==> src/rtl/vred_sequencer.sv <==
// ---------------------------------------------------------------------------
// vred_sequencer
//
// Sequencer between the vector issue stage and the reduction sum/min/max
// unit. One request (word count, element width, operation, scalar seed) is
// accepted at a time. The sequencer then drives the unit with one dependent
// operation at a time:
//   1. lane-wise accumulation of every packed element word,
//   2. intra-word folding (halve the live width each step) down to one
//      element,
//   3. a final combine with the scalar seed (skipped only when vl = 0).
// The low SEW bits of the final accumulator are returned as the response.
//
// Ports
//   clk, rst          clock (rising edge) and asynchronous active-high reset
//   req_*             request handshake and fields (vl, sew, opSel, scalar)
//   elem_*            packed element word stream into the sequencer
//   unit_vec0         operand pair to the unit, {B, A} with A in the low half
//   unit_en           one-cycle issue strobe to the unit
//   unit_sew/opSel    latched request element width and operation
//   unit_out          unit result, valid UNIT_LATENCY cycles after issue
//   resp_*            response handshake; resp_data is masked to SEW bits
//   busy              high whenever the sequencer is not idle
// ---------------------------------------------------------------------------
module vred_sequencer #(
  parameter int DATA_WIDTH   = 32,
  parameter int VL_WIDTH     = 8,
  parameter int SEW_WIDTH    = 2,
  parameter int OPSEL_WIDTH  = 2,
  parameter int UNIT_LATENCY = 2
) (
  input  logic                    clk,
  input  logic                    rst,
  input  logic                    req_valid,
  output logic                    req_ready,
  input  logic [VL_WIDTH-1:0]     req_vl,
  input  logic [SEW_WIDTH-1:0]    req_sew,
  input  logic [OPSEL_WIDTH-1:0]  req_opSel,
  input  logic [DATA_WIDTH-1:0]   req_scalar,
  input  logic                    elem_valid,
  output logic                    elem_ready,
  input  logic [DATA_WIDTH-1:0]   elem_data,
  output logic [2*DATA_WIDTH-1:0] unit_vec0,
  output logic                    unit_en,
  output logic [SEW_WIDTH-1:0]    unit_sew,
  output logic [OPSEL_WIDTH-1:0]  unit_opSel,
  input  logic [DATA_WIDTH-1:0]   unit_out,
  output logic                    resp_valid,
  input  logic                    resp_ready,
  output logic [DATA_WIDTH-1:0]   resp_data,
  output logic                    busy
);

  localparam logic [2:0] S_IDLE  = 3'd0;
  localparam logic [2:0] S_LOAD  = 3'd1;
  localparam logic [2:0] S_ISSUE = 3'd2;
  localparam logic [2:0] S_WAIT  = 3'd3;
  localparam logic [2:0] S_RESP  = 3'd4;

  localparam int LOG2_DW = $clog2(DATA_WIDTH);
  localparam int FW_W    = LOG2_DW + 1;
  localparam int CNT_W   = (UNIT_LATENCY > 1) ? $clog2(UNIT_LATENCY) : 1;
  localparam logic [CNT_W-1:0] CNT_LAST = CNT_W'(UNIT_LATENCY - 1);

  logic [2:0]              state_q, state_d;
  logic [DATA_WIDTH-1:0]   acc_q, acc_d;
  logic [DATA_WIDTH-1:0]   scalar_q, scalar_d;
  logic [VL_WIDTH-1:0]     vl_q, vl_d;
  logic [VL_WIDTH-1:0]     remaining_q, remaining_d;
  logic [SEW_WIDTH-1:0]    sew_q, sew_d;
  logic [OPSEL_WIDTH-1:0]  opsel_q, opsel_d;
  logic [3:0]              p_q, p_d;
  logic [FW_W-1:0]         fold_w_q, fold_w_d;
  logic [CNT_W-1:0]        wait_cnt_q, wait_cnt_d;
  logic                    seed_done_q, seed_done_d;
  logic [2*DATA_WIDTH-1:0] vec_q, vec_d;

  logic [3:0]              p_init;
  logic [DATA_WIDTH-1:0]   fold_b;
  logic [7:0]              sew_bits;
  logic [DATA_WIDTH-1:0]   sew_mask;

  // Number of fold steps = log2(DATA_WIDTH / element bits); element bits are
  // 8 << sew, so this is LOG2_DW - 3 - sew, clamped at zero.
  always_comb begin
    p_init = '0;
    if (int'(req_sew) + 3 < LOG2_DW) begin
      p_init = 4'(LOG2_DW - 3 - int'(req_sew));
    end
  end

  // The fold partner is the upper half of the still-live width of acc.
  assign fold_b = acc_q >> (fold_w_q >> 1);

  // Result mask keeps only the low SEW bits of the accumulator.
  always_comb begin
    sew_bits = 8'd8 << sew_q;
    sew_mask = '0;
    for (int i = 0; i < DATA_WIDTH; i++) begin
      sew_mask[i] = (i < int'(sew_bits));
    end
  end

  // Next-state logic. unit_en is combinational in ISSUE because the
  // accumulate operand comes straight from elem_data in the same cycle.
  always_comb begin
    state_d     = state_q;
    acc_d       = acc_q;
    scalar_d    = scalar_q;
    vl_d        = vl_q;
    remaining_d = remaining_q;
    sew_d       = sew_q;
    opsel_d     = opsel_q;
    p_d         = p_q;
    fold_w_d    = fold_w_q;
    wait_cnt_d  = wait_cnt_q;
    seed_done_d = seed_done_q;
    vec_d       = vec_q;
    unit_en     = 1'b0;
    elem_ready  = 1'b0;

    case (state_q)
      S_IDLE: begin
        if (req_valid) begin
          vl_d        = req_vl;
          sew_d       = req_sew;
          opsel_d     = req_opSel;
          scalar_d    = req_scalar;
          p_d         = p_init;
          fold_w_d    = FW_W'(DATA_WIDTH);
          wait_cnt_d  = '0;
          seed_done_d = 1'b0;
          if (req_vl == '0) begin
            acc_d   = req_scalar;
            state_d = S_RESP;
          end else begin
            state_d = S_LOAD;
          end
        end
      end

      S_LOAD: begin
        elem_ready = 1'b1;
        if (elem_valid) begin
          acc_d       = elem_data;
          remaining_d = vl_q - VL_WIDTH'(1);
          state_d     = S_ISSUE;
        end
      end

      S_ISSUE: begin
        if (remaining_q != '0) begin
          // Accumulate stalls with unit_en low until a word arrives.
          elem_ready = 1'b1;
          if (elem_valid) begin
            unit_en     = 1'b1;
            vec_d       = {elem_data, acc_q};
            remaining_d = remaining_q - VL_WIDTH'(1);
            state_d     = S_WAIT;
          end
        end else if (p_q != '0) begin
          unit_en  = 1'b1;
          vec_d    = {fold_b, acc_q};
          p_d      = p_q - 4'd1;
          fold_w_d = fold_w_q >> 1;
          state_d  = S_WAIT;
        end else if (!seed_done_q) begin
          unit_en     = 1'b1;
          vec_d       = {scalar_q, acc_q};
          seed_done_d = 1'b1;
          state_d     = S_WAIT;
        end else begin
          state_d = S_RESP;
        end
      end

      S_WAIT: begin
        if (wait_cnt_q == CNT_LAST) begin
          acc_d      = unit_out;
          wait_cnt_d = '0;
          state_d    = S_ISSUE;
        end else begin
          wait_cnt_d = wait_cnt_q + CNT_W'(1);
        end
      end

      S_RESP: begin
        if (resp_ready) begin
          state_d = S_IDLE;
        end
      end

      default: begin
        state_d = S_IDLE;
      end
    endcase
  end

  // State registers; reset abandons any in-flight operation outright.
  always_ff @(posedge clk or posedge rst) begin
    if (rst) begin
      state_q     <= S_IDLE;
      acc_q       <= '0;
      scalar_q    <= '0;
      vl_q        <= '0;
      remaining_q <= '0;
      sew_q       <= '0;
      opsel_q     <= '0;
      p_q         <= '0;
      fold_w_q    <= '0;
      wait_cnt_q  <= '0;
      seed_done_q <= 1'b0;
      vec_q       <= '0;
    end else begin
      state_q     <= state_d;
      acc_q       <= acc_d;
      scalar_q    <= scalar_d;
      vl_q        <= vl_d;
      remaining_q <= remaining_d;
      sew_q       <= sew_d;
      opsel_q     <= opsel_d;
      p_q         <= p_d;
      fold_w_q    <= fold_w_d;
      wait_cnt_q  <= wait_cnt_d;
      seed_done_q <= seed_done_d;
      vec_q       <= vec_d;
    end
  end

  // Operands show the new pair on an issue cycle and hold otherwise.
  assign unit_vec0  = vec_d;
  assign unit_sew   = sew_q;
  assign unit_opSel = opsel_q;
  assign req_ready  = (state_q == S_IDLE);
  assign resp_valid = (state_q == S_RESP);
  assign busy       = (state_q != S_IDLE);
  assign resp_data  = resp_valid ? (acc_q & sew_mask) : '0;

endmodule
==> config.mk <==
export PLATFORM = sky130hd
export DESIGN_NAME = vred_sequencer
export DESIGN_NICKNAME = d
export VERILOG_FILES = /design/src/rtl/vred_sequencer.sv
export SDC_FILE = /design/constraint.sdc
export NUM_CORES = 1
export LEC_CHECK = 0
export ABC_CLOCK_PERIOD_IN_PS = 11440
export CAP_MARGIN = 30
export CORE_UTILIZATION = 41
export DETAILED_ROUTE_END_ITERATION = 10
export PLACE_DENSITY = 0.67
export SYNTH_ARGS = -nofsm -noshare
export SYNTH_HDL_FRONTEND = slang
export SYNTH_SLANG_ARGS = --single-unit
==> constraint.sdc <==
create_clock -name clk -period 11.44 [get_ports clk]
set_input_delay 1.144 -clock clk [delete_from_list [all_inputs] [get_ports clk]]
set_output_delay 1.144 -clock clk [all_outputs]
set_load 0.005 [all_outputs]
==> Word-level counts from Yosys, hierarchy flattened <==
Cells that the tools add are included.
{ "classes": {"add_sub_neg": 6, "shifts": 2, "n_bitwise": 1, "n_reduce_logical": 16, "muxes": 47, "eq_ne": 15, "n_lt_le_gt_ge": 33} }
{ "op_table": {"columns": ["operator", "n"], "rows": [
  ["$mux W64", 5],
  ["$mux W32", 5],
  ["$lt A5 B8 Y1 const A", 16],
  ["$pmux W32 S3", 1],
  ["$lt A4 B8 Y1 const A", 8],
  ["$and A32 B32 Y32", 1],
  ["$lt A3 B8 Y1 const A", 4],
  ["$shr A32 B5 Y32", 1],
  ["$mux W3", 9],
  ["$mux W8", 3],
  ["$mux W6", 3],
  ["$lt A1 B8 Y1 const A", 2],
  ["$lt A2 B8 Y1 const A", 2],
  ["$mux W4", 4],
  ["$ne A2 B2 Y1 const B", 8],
  ["$pmux W8 S2", 1],
  ["$sub A8 B1 Y8 const B", 2],
  ["$pmux W3 S5", 1],
  ["$pmux W6 S2", 1],
  ["$reduce_and A4 Y1", 3],
  ["$mux W1", 10],
  ["$reduce_and A5 Y1", 2],
  ["$logic_not A8 Y1", 1],
  ["$pmux W4 S2", 1],
  ["18 further kinds", 26]
]} }
{ "word_totals": {"ff_bits": 163, "output_inout_bits": 105} }

==> Depth between registers and ports, before layout <==
{ "logic_depth": {"ltp_word": 5, "depth_mapped": 11} }

==> Least setup slack after synthesis <==
OpenSTA, ideal clock, no wires.
{ "synth_path": {"kind": "input-to-output", "start": "input port elem_valid", "end": "output port unit_vec0[37]", "stages": 5, "t_arrival_ns": 2.310, "n_path_buf": 2, "required_time_ns": 10.296, "setup_slack_ns": 7.986, "path_cell_list": "o21ai_0 -> clkbuf_1 -> clkbuf_1 -> a22oi_1 -> nand3_1"} }
{ "synth_between": {"elab_chain_cells": 3} }
{ "synth_rtl": {"columns": ["element", "line", "rtl"], "rows": [
  ["start: declaration", "40", "input logic elem_valid,"],
  ["$mux W64", "155", "if (elem_valid) begin"],
  ["$mux W64", "152", "if (remaining_q != '0) begin"],
  ["$mux W64", "122", "case (state_q)"],
  ["end: declaration", "43", "output logic [2*DATA_WIDTH-1:0] unit_vec0,"]
]} }
Every way passes these cells.

==> Worst setup path after layout <==
{ "layout_path": {"start": "register state_q[0]", "end": "output port unit_vec0[7]"} }
{ "layout_between": {"elab_chain_cells": 2} }
{ "layout_rtl": {"columns": ["element", "line", "rtl"], "rows": [
  ["start: declaration", "65", "logic [2:0] state_q, state_d;"],
  ["start signal: assignment", "215", "state_q <= state_d;"],
  ["$eq A3 B2 Y1", "122", null],
  ["$mux W64", "122", null]
]} }
Every way passes these cells.

==> flow_summary.json <==
{
  "dieArea_um2": 24700,
  "ys_seq_area_share_pct": 41.06,
  "slew-limit-headroom_pct": 30.37,
  "synth_area_leader_cell": "dfrtp_1",
  "areaGrowthSynthToFinish_pct": 30.20,
  "path_clk_slew_ps": 70,
  "fin_nets": 1294,
  "p_leak_nw": 5.721,
  "first_iter_violations": 653,
  "fin_tns_setup_ps": 0,
  "clock_latency_ps": 440,
  "avgSynthCellArea_um2": 9.852,
  "cts_resized": 0,
  "cts_made_buffers": 17,
  "vdd_ir_drop_max_mv": 0.1260,
  "die_h_um": 157.2,
  "synthArstFlopShare_pct": 100.0,
  "cts.sink_count": 162,
  "place_congestion": 0.9402,
  "drive_above_1_share_pct": 15.79,
  "synth_cells": 1002,
  "antenna_cells": 0,
  "hold_viol_final": 0,
  "cp_data_required_time_ps": 10300,
  "cts_tree": "done",
  "worst_slack_ps": 5981,
  "routed_via_density": 5.742,
  "postCtsSetupBuffers": 0,
  "start_kind": "flop",
  "endpoint_kind": "output port",
  "maxSlewViolCount": 0,
  "yosysWarnings": 0,
  "row_count": 56,
  "synth.net_count": 1117,
  "fin_crit_sh_pct": 47.72,
  "numPortBuffers": 217,
  "outcome": "complete, no violations",
  "grt_max_degree": 89,
  "synth_top_area_share_pct": 41.06,
  "antenna_found_initial": 0,
  "min_period_ps": 5459,
  "tightest_slew_ps": 1043,
  "finalSetupViolations": 0,
  "grt_pass1_wl_um": 49850,
  "routedWlPerCell_um": 21.94,
  "post-route-drc-count": 0,
  "grt_pass1_vias": 8478,
  "seq_area_um2": 4056,
  "yosys-top-cells-count": "nand2_1 (221), dfrtp_1 (162), mux2i_1 (83), mux2_2 (73), o21ai_0 (61)",
  "root_buffer": "clkbuf_16",
  "drv_cap": 0,
  "fmax_mhz": 183.2,
  "yosysMostFrequentCell": "nand2_1",
  "die_w_um": 157.2,
  "pre_cts_slack_ps": 6497,
  "synthTopCellsByArea": "dfrtp_1 (41%), mux2i_1 (8.4%), nand2_1 (8.4%)",
  "num_io_pins": 218,
  "firstDrtPassIters": 5,
  "cts.htree.levels": 4,
  "start_util_pct": 41.93,
  "power.density_nw_per_um2": 290.9,
  "ys_ff_latch": 162,
  "grt_overflow": 0,
  "core-area_um2": 23540,
  "arrival_ps": 4310,
  "hp-class": "reg -> reg",
  "routed_wl_um": 33130,
  "multi_input_area_um2": 5450,
  "fin_skew_ps": 18.06,
  "track_usage_pct": 27.29,
  "via_count": 8671,
  "synth_edf_count": 0,
  "grt_setup_unrepaired": "no",
  "clock_path_buffers": 2,
  "nFillCells": 2149,
  "ys.flop_type": "dfrtp_1",
  "synth_area_um2": 9872,
  "cts_hold_buf": 0,
  "hpwl_um": 23450,
  "crit_type": "reg -> out",
  "ant_nets": 0,
  "worstPathMaxFanout": 36,
  "ys_types": 64
}
## sequential cells by signal, summed over array words and instances (netlist names)
register and count:
vec_q 64, unit_sew 2, wait_cnt_q 1, remaining_q 8
acc_q 32, vl_q 8, state_q 3, seed_done_q 1
unit_opSel 2, fold_w_q 5, p_q 4, scalar_q 32
## critical path, stage by stage, from the launching register on
cell and delay (ps):
dfrtp_1 570, or3b_1 750, or4_4 800, nor2_4 450, a21oi_4 90, buf_4 310
mux2_4 390, clkdlybuf4s50_1 460
## layer usage
layer | share of wire [%] | routed length (um) | track usage, %
met5 | 0 | 0 | 0
met4 | 3.2 | 1048 | 11.47
met3 | 8.1 | 2695 | 7.021
met2 | 47 | 15480 | 43.11
met1 | 42 | 13910 | 35.44
## stage by stage
step | utilization, % | total power [mW] | hold WS [ps] | instances | cell area [um2]
finish | 54.60 | 3.740 | 482.7 | 1510 | 12850
CTS | 54.45 | 3.735 | 480.2 | 1508 | 12820
global placement | 52.01 | 3.129 | 458.3 | 1476 | 12240
global route | 54.60 | 3.960 | 493.6 | 1510 | 12850
floorplan | - | 2.354 | 441.7 | 1002 | 9872
detailed placement | 52.09 | 3.159 | 459.7 | 1477 | 12260
## worst paths after layout
kind	start	endpoint	slack (ps)	cells after the start
max in group asynchronous	rst	vec_q[45]	9180	4
max	state_q[0]	unit_vec0[7]	5980	7
min reg2reg	scalar_q[20]	scalar_q[20]	480	2
min	scalar_q[20]	scalar_q[20]	480	2
max reg2reg	state_q[0]	vec_q[31]	7890	6
min in group asynchronous	rst	vec_q[4]	1220	2
## power by group
group,switching (mW),internal [mW]
Combinational,0.975,1.03
Clock,0.263,0.290
Sequential,0.326,0.853
Total,1.56,2.18
## cells by family after synthesis
group	after synthesis	share of synthesized area [%]
AND/OR/NAND/NOR	367	17.00
multiplexers	205	25.94
AO/OA/AOI/OAI	173	11.56
flip-flops	162	41.06
buffers and inverters	90	3.916
XOR/XNOR	3	0.2662
adder cells (fa/ha/maj)	2	0.2534
## layout make-up
cell class                 instances  area share [%]
tap                              319           3.105
clock inverter                    13          0.8955
multi-input combinational        750           42.40
sequential                       162           31.56
clock buffer                      18           3.417
timing repair buffer             235           18.20
inverter                          13          0.4186
## placed cells by master (no fill, tap or decap), drive strengths merged, types with 3 or more instances in the layout
| master | count |
|---|---|
| mux2 | 99 |
| dfrtp | 162 |
| a22oi | 20 |
| o21ai | 62 |
| o21a | 3 |
| a222oi | 5 |
| o2111ai | 3 |
| and3 | 27 |
| nand2 | 221 |
| a31oi | 5 |
| mux2i | 83 |
| nor4b | 3 |
| a221o | 4 |
| nor2 | 32 |
| or3 | 3 |
| nor4 | 4 |
| o22ai | 10 |
| nor3b | 5 |
| o31ai | 6 |
| a221oi | 5 |
| clkbuf | 19 |
| clkdlybuf4s50 | 217 |
| mux4 | 23 |
| and2 | 11 |
| inv | 21 |
| nor3 | 24 |
| a21oi | 21 |
| clkinvlp | 3 |
| nand4 | 5 |
| nand3b | 3 |
| or4 | 4 |
| buf | 17 |
| nand3 | 16 |
| a32oi | 3 |
| o211ai | 10 |
| or3b | 3 |
No activity file was read; power rests on OpenSTA's default activity.
